===== src/rtl/mult_pkg.sv =====
// Shared types and constants for the sequential Booth multiplier.
package mult_pkg;

   localparam int unsigned MULT_WIDTH = 32;

   typedef enum logic [1:0] {
      IDLE = 2'd0,
      RUN  = 2'd1,
      DONE = 2'd2
   } state_e;

   typedef enum logic [1:0] {
      NOP = 2'b00,
      ADD = 2'b01,
      SUB = 2'b10
   } booth_e;

   function automatic int unsigned cnt_width(input int unsigned w);
      return $clog2(w) + 1;
   endfunction

endpackage


===== src/rtl/mult_seq_if.sv =====
// Request/response bundle between the execute stage and mult_seq.
interface mult_seq_if
   import mult_pkg::*;
#(
   parameter int unsigned WIDTH = MULT_WIDTH
);

   logic             ctrl_MULT;
   logic [WIDTH-1:0] data_operandA;
   logic [WIDTH-1:0] data_operandB;
   logic [WIDTH-1:0] data_result;
   logic             data_exception;
   logic             data_resultRDY;
   logic             busy;

   modport master (
      output ctrl_MULT, data_operandA, data_operandB,
      input  data_result, data_exception, data_resultRDY, busy
   );

   modport slave (
      input  ctrl_MULT, data_operandA, data_operandB,
      output data_result, data_exception, data_resultRDY, busy
   );

endinterface


===== src/rtl/cla32.sv =====
// Two-level carry-lookahead adder: 8-bit lookahead slices joined by group P/G lookahead.
module cla8 (
   input  logic [7:0] x,
   input  logic [7:0] y,
   input  logic       cin,
   output logic [7:0] sum,
   output logic       gp,
   output logic       gg
);

   logic [7:0] g;
   logic [7:0] p;
   logic [7:0] c;

   assign g = x & y;
   assign p = x ^ y;

   always_comb begin
      c    = '0;
      c[0] = cin;
      for (int unsigned k = 0; k < 7; k++) begin
         c[k+1] = g[k] | (p[k] & c[k]);
      end
   end

   // Group generate kept in its own process so it carries no dependency on cin.
   always_comb begin
      gg = 1'b0;
      for (int unsigned k = 0; k < 8; k++) begin
         gg = g[k] | (p[k] & gg);
      end
   end

   assign sum = p ^ c;
   assign gp  = &p;

endmodule

module cla32
   import mult_pkg::*;
#(
   parameter int unsigned WIDTH = MULT_WIDTH
) (
   input  logic [WIDTH-1:0] x,
   input  logic [WIDTH-1:0] y,
   input  logic             cin,
   output logic [WIDTH-1:0] sum,
   output logic             cout,
   output logic             ovf
);

   localparam int unsigned NG = WIDTH / 8;

   logic [NG-1:0] gp;
   logic [NG-1:0] gg;
   logic [NG:0]   gc;

   for (genvar i = 0; i < NG; i++) begin : g_slice
      cla8 u_slice (
         .x   (x[8*i +: 8]),
         .y   (y[8*i +: 8]),
         .cin (gc[i]),
         .sum (sum[8*i +: 8]),
         .gp  (gp[i]),
         .gg  (gg[i])
      );
   end

   always_comb begin
      gc    = '0;
      gc[0] = cin;
      for (int unsigned i = 0; i < NG; i++) begin
         gc[i+1] = gg[i] | (gp[i] & gc[i]);
      end
   end

   assign cout = gc[NG];
   assign ovf  = (x[WIDTH-1] == y[WIDTH-1]) && (sum[WIDTH-1] != x[WIDTH-1]);

endmodule


===== src/rtl/mult_seq.sv =====
// Sequential signed radix-2 Booth multiplier, WIDTH iterations per product.
// Define MULT_OVF_DETECT_EN to flag products that do not fit in WIDTH signed bits.
module mult_seq
   import mult_pkg::*;
#(
   parameter int unsigned WIDTH = MULT_WIDTH
) (
   input  logic     clock,
   input  logic     reset_n,
   mult_seq_if.slave bus
);

   localparam int unsigned CW = cnt_width(WIDTH);
   localparam int unsigned PW = 2 * WIDTH + 1;

   state_e           state_q, state_d;
   logic [WIDTH-1:0] mcand_q, mcand_d;
   logic [PW-1:0]    prod_q, prod_d;
   logic [CW-1:0]    count_q, count_d;
   logic [WIDTH-1:0] result_q, result_d;
   logic             exc_q, exc_d;

   booth_e           op;
   logic [WIDTH-1:0] acc;
   logic [WIDTH-1:0] add_y;
   logic             add_cin;
   logic [WIDTH-1:0] sum;
   logic             add_ovf;
   logic             cout_unused;
   logic [PW-1:0]    shifted;
   logic             ovf_flag;

   assign acc = prod_q[PW-1:WIDTH+1];

   always_comb begin
      op      = NOP;
      add_y   = '0;
      add_cin = 1'b0;
      case (prod_q[1:0])
         2'b01: begin
            op    = ADD;
            add_y = mcand_q;
         end
         2'b10: begin
            op      = SUB;
            add_y   = ~mcand_q;
            add_cin = 1'b1;
         end
         default: op = NOP;
      endcase
   end

   cla32 #(.WIDTH(WIDTH)) u_cla (
      .x    (acc),
      .y    (add_y),
      .cin  (add_cin),
      .sum  (sum),
      .cout (cout_unused),
      .ovf  (add_ovf)
   );

   // Shifted-in sign is the true sign of the (WIDTH+1)-bit sum, so mcand = -2^(WIDTH-1) stays exact.
   assign shifted = {sum[WIDTH-1] ^ add_ovf, sum, prod_q[WIDTH:1]};

`ifdef MULT_OVF_DETECT_EN
   assign ovf_flag = !((&shifted[PW-1:WIDTH]) || !(|shifted[PW-1:WIDTH]));
`else
   assign ovf_flag = 1'b0;
`endif

   always_comb begin
      state_d  = state_q;
      mcand_d  = mcand_q;
      prod_d   = prod_q;
      count_d  = count_q;
      result_d = result_q;
      exc_d    = exc_q;
      case (state_q)
         IDLE, DONE: begin
            state_d = IDLE;
            if (bus.ctrl_MULT) begin
               state_d = RUN;
               mcand_d = bus.data_operandA;
               prod_d  = {WIDTH'(0), bus.data_operandB, 1'b0};
               count_d = '0;
            end
         end
         RUN: begin
            if (bus.ctrl_MULT) begin
               mcand_d = bus.data_operandA;
               prod_d  = {WIDTH'(0), bus.data_operandB, 1'b0};
               count_d = '0;
            end else begin
               prod_d  = shifted;
               count_d = count_q + CW'(1);
               if (count_q == CW'(WIDTH - 1)) begin
                  state_d  = DONE;
                  result_d = shifted[WIDTH:1];
                  exc_d    = ovf_flag;
               end
            end
         end
         default: state_d = IDLE;
      endcase
   end

   always_ff @(posedge clock) begin
      if (!reset_n) begin
         state_q  <= IDLE;
         mcand_q  <= '0;
         prod_q   <= '0;
         count_q  <= '0;
         result_q <= '0;
         exc_q    <= 1'b0;
      end else begin
         state_q  <= state_d;
         mcand_q  <= mcand_d;
         prod_q   <= prod_d;
         count_q  <= count_d;
         result_q <= result_d;
         exc_q    <= exc_d;
      end
   end

   assign bus.data_result    = result_q;
   assign bus.data_exception = exc_q;
   assign bus.data_resultRDY = (state_q == DONE);
   assign bus.busy           = (state_q == RUN);

endmodule


===== src/flat_wrapper.sv =====
// flat-port wrapper written by rule: the top's interface ports become plain ports
module mult_seq_flat import mult_pkg::*;
#(
   parameter int unsigned WIDTH = MULT_WIDTH
)
  (clock, reset_n, bus_ctrl_MULT, bus_data_operandA, bus_data_operandB, bus_data_result, bus_data_exception, bus_data_resultRDY, bus_busy);
  mult_seq_if #(.WIDTH(WIDTH)) bus_i ();
  input  logic clock;
  input  logic reset_n;
  input wire logic [$bits(bus_i.ctrl_MULT)-1:0] bus_ctrl_MULT;
  input wire logic [$bits(bus_i.data_operandA)-1:0] bus_data_operandA;
  input wire logic [$bits(bus_i.data_operandB)-1:0] bus_data_operandB;
  output wire logic [$bits(bus_i.data_result)-1:0] bus_data_result;
  output wire logic [$bits(bus_i.data_exception)-1:0] bus_data_exception;
  output wire logic [$bits(bus_i.data_resultRDY)-1:0] bus_data_resultRDY;
  output wire logic [$bits(bus_i.busy)-1:0] bus_busy;
  assign bus_i.ctrl_MULT = bus_ctrl_MULT;
  assign bus_i.data_operandA = bus_data_operandA;
  assign bus_i.data_operandB = bus_data_operandB;
  assign bus_data_result = bus_i.data_result;
  assign bus_data_exception = bus_i.data_exception;
  assign bus_data_resultRDY = bus_i.data_resultRDY;
  assign bus_busy = bus_i.busy;
  mult_seq #(.WIDTH(WIDTH)) u_core (.clock(clock), .reset_n(reset_n), .bus(bus_i));
endmodule

===== config.mk =====
export PLATFORM = sky130hd
export DESIGN_NAME = mult_seq_flat
export DESIGN_NICKNAME = d
export VERILOG_FILES = /design/src/rtl/mult_pkg.sv /design/src/rtl/mult_seq_if.sv /design/src/rtl/cla32.sv /design/src/rtl/mult_seq.sv /design/src/flat_wrapper.sv
export SDC_FILE = /design/constraint.sdc
export NUM_CORES = 1
export LEC_CHECK = 0
export ABC_AREA = 1
export CAP_MARGIN = 40
export CORE_MARGIN = 2
export CORE_UTILIZATION = 35
export DETAILED_ROUTE_END_ITERATION = 8
export HOLD_SLACK_MARGIN = 0.02
export SLEW_MARGIN = 20
export SYNTH_ARGS = -nofsm -noshare
export SYNTH_HDL_FRONTEND = slang
export SYNTH_SLANG_ARGS = --single-unit

===== constraint.sdc =====
create_clock -name clock -period 5.9 [get_ports clock]
set_input_delay 1.18 -clock clock [delete_from_list [all_inputs] [get_ports clock]]
set_output_delay 1.18 -clock clock [all_outputs]
set_load 0.005 [all_outputs]

==> run summary <==
Placement
* 0.771 — RePlAce Congestion
* 100 — number of I/O port buffers
* 1165 — number of placed instances with taps included
* 0.327 ns — pre-CTS setup slack
* 10700 um — HPWL after DPL

STA
* 0.464 ns — worst hold margin
* 5.42 ns — clock period minus final worst setup slack
* 0 — count of final hold-check violations
* 0.919 — portion of the clock cycle consumed by the worst path in the final layout
* 0 — endpoints failing setup
* 0.00914 ns — final worst clock skew
* 0.710 ns — transition at the pin with the smallest max-transition slack
* 0 — Max Transition Viols Final
* 0.185 GHz — maximum clock frequency
* 0.525 — normalized max-slew margin
* 0.481 ns — Final WS setup

Finish
* 1197 — Final Instance Count excl. Fillers
* 1897 — total of fill cells in the finished design
* 0 — antenna cell count
* 0.0717 — fraction of final layout cells with drive strength greater than 1
* 1069 — final net count
* 27.1% — relative area change from synthesis to final layout

GRT
* 26900 um — first-pass GRT wire length
* 69 — maximum number of pins on one net before global-route repair
* 0 — initial antenna violation count
* 0 — global route overflow
* 5634 — number of global-route vias before repair
* 0.166 — Global Route Usage Sum

Clock tree
* 0.43 ns — worst-skew pair later-pin latency
* 4 — CTS H-Tree Depth
* 0 — hold buffers post-CTS
* 0 — Setup Fix Bufs, Post-CTS
* 137 — clock sink total
* built — CTS tree
* 17 — number of buffers created by CTS
* clkbuf_16 — Root Buffer
* 2 — Max Buffers Root-to-Sink
* 0.06 ns — clock-pin slew on the worst setup and hold paths
* 0 — number of cells upsized or downsized after cts

Yosys
* 987 — Synth Net Count
* 0 — share of cell area taken by muxes after synthesis
* 868 — Post-Syn Instances
* compound AO/OA/AOI/OAI gates — largest family of logic cells by synthesized area
* 0 — Synth Warn #
* 33 — number of distinct library cells after synthesis
* 7.73 um2 — syn_area_per_cell
* 0.127 — synthesized-area fraction occupied by adder cells
* 0.173 — area share of and/or/nand/nor cells after synthesis
* 6710 um2 — synthesized cell area
* 0.00392 — fraction of synthesized cell area in xor and xnor cells
* 0.174 — Synth Area in Compound Gates
* 0.409 — proportion of synthesized chip area in sequential cells
* 137 — flip-flop and latch count after synthesis

Setup path
* 35 — worst reg2reg path depth
* flop — sort of element at the start of the critical path
* 6.20 ns — required time of the worst setup path
* fa_1 — Slowest-stage cell, CP
* 35 — CP Depth
* 5.72 ns — Arrival @ worst endpoint
* 0.43 ns — Largest stage delay, worst path
* flop — Setup crit end kind
* flop to flop — type of the setup path with the least slack
* nand2_1 — critical path's most frequent cell
* 7 — worst path bufs/invs
* adder cells — family with the most delay on the worst path
* 18 — worst-path maximum fanout

Detailed routing
* 0 — Antenna Violating Nets Remaining
* 4.77 — via count normalized by instance count
* 16000 um — routed wire length
* 311 — number of DRC markers after the initial detailed-route iteration
* 13.4 um — per-cell routed wire length
* 5709 — DR vias
* 7 — number of iterations in the first detailed-routing pass
* 0 — DR DRC count

Power and ir drop
* 0.215 mV — maximum resistive drop on vdd
* 288 nW/um2 — power per unit of standard cell area
* 0.00334 uW — cell leakage power

Die
* 142 um — chip width
* 50 — Site Rows
* 20300 um2 — die footprint
* 18800 um2 — core region area
* 102 — I/O pin count
* 142 um — height of the die
* 0.357 — starting density of the core

Run
* 0 — number of maximum-capacitance constraint violations

Run status
* complete, no violations — outcome

Min path
* 2 — hold path cells
* flop to flop — type of the most critical hold path

==> worst min-delay path: stages, from the launching register on <==
cell	delay, ns
dfxtp_1	0.31
nand2_1	0.06
a21oi_1	0.05
==> synthesized netlist by cell type <==
library cell	count	area share
nand4_1	3	0.0028
nor3_1	3	0.0022
o22ai_1	51	0.048
nor2_4	3	0.0050
and3_1	1	0.00093
fa_1	27	0.081
dfxtp_1	137	0.41
nand3_1	37	0.028
xnor2_1	3	0.0039
inv_2	4	0.0022
nor4_1	1	0.00093
a221oi_1	1	0.0013
ha_1	25	0.047
a21oi_1	33	0.025
a31oi_1	1	0.00093
or2_2	5	0.0047
o21ai_0	90	0.067
a211o_1	1	0.0013
conb_1	1	0.00056
or2_1	1	0.00093
buf_4	6	0.0067
clkbuf_1	19	0.011
nor2_2	2	0.0019
nand2_1	121	0.068
nand2_2	2	0.0019
o21ai_2	3	0.0039
buf_2	11	0.0082
nor2_1	100	0.056
buf_1	6	0.0034
inv_1	128	0.072
o21ai_1	35	0.026
a211oi_1	1	0.0011
buf_6	6	0.010
==> state kept, by name, summed over array words and instances, names as in the netlist <==
signal,cells
u_core.prod_q,65
u_core.mcand_q,32
u_core.bus.data_result,32
u_core.state_q,2
u_core.count_q,6
==> per-stage QoR <==
step	TNS, ns	utilization	cell area (um2)	total power, uW
6_report	0	0.454	8530	2450
5_1_grt	-0.0158	0.454	8530	2560
4_1_cts	0	0.453	8490	2470
3_5_place_dp	0	0.418	7850	1300
3_3_place_gp	0	0.416	7810	1300
2_1_floorplan	0	-	6710	1200
==> worst paths after layout <==
kind	from	end	slack, ns
setup reg to reg	u_core.prod_q[0]$_SDFFE_PN0P_	u_core.prod_q[64]$_SDFFE_PN0P_	0.48
setup / recovery	u_core.prod_q[0]$_SDFFE_PN0P_	u_core.prod_q[64]$_SDFFE_PN0P_	0.48
hold reg to reg	u_core.bus.data_result[31]$_SDFFE_PN0P_	u_core.bus.data_result[31]$_SDFFE_PN0P_	0.46
hold / removal	u_core.bus.data_result[31]$_SDFFE_PN0P_	u_core.bus.data_result[31]$_SDFFE_PN0P_	0.46
==> kinds of logic (layout without fill, tap and decap cells) <==
logic type,count (synthesis),in the layout
flip-flops,137,137
XOR/XNOR,3,3
AO/OA/AOI/OAI,216,216
AND/OR/NAND/NOR,279,279
buffers and inverters,180,275
other,1,1
adder cells (fa/ha/maj),52,52
==> cells in the final DEF, fill, tap and decap left out, drive strengths merged <==
master	n
dfxtp	137
inv	137
o21ai	128
nand2	123
nor2	105
clkdlybuf4s50	99
o22ai	51
nand3	37
a21oi	33
fa	27
ha	25
clkbuf	18
buf	12
or2	6
bufinv	5
nand4	3
nor3	3
xnor2	3
clkinv	3
and3	1
a31oi	1
a211o	1
a211oi	1
a221oi	1
nor4	1
conb	1
clkinvlp	1
==> metal layers <==
metal  routed length [um]  part of all wire  track usage  up-vias
met4                  228             0.014       0.0563        0
met5                    0                 0            0        -
li1                     -                 -            -     2972
met3                  584             0.037       0.0370       15
met1                 7770              0.49        0.211     2614
met2                 7410              0.46        0.279      108
==> power by group <==
| part | internal, uW | total [uW] | switching, uW |
|---|---|---|---|
| Combinational | 122 | 294 | 172 |
| Sequential | 969 | 992 | 23.2 |
| Clock | 728 | 1160 | 436 |
| Total | 1820 | 2450 | 632 |
==> area by class of cell <==
type,count,area [um2],share of cell area
clock buffer,18,439,0.0515
clock inverter,14,206,0.0242
inverter,132,509,0.0597
multi-input combinational,551,3230,0.379
sequential,137,2740,0.322
tap,234,293,0.0343
timing repair buffer,111,1110,0.130
Power figures use the tool's default switching activity.
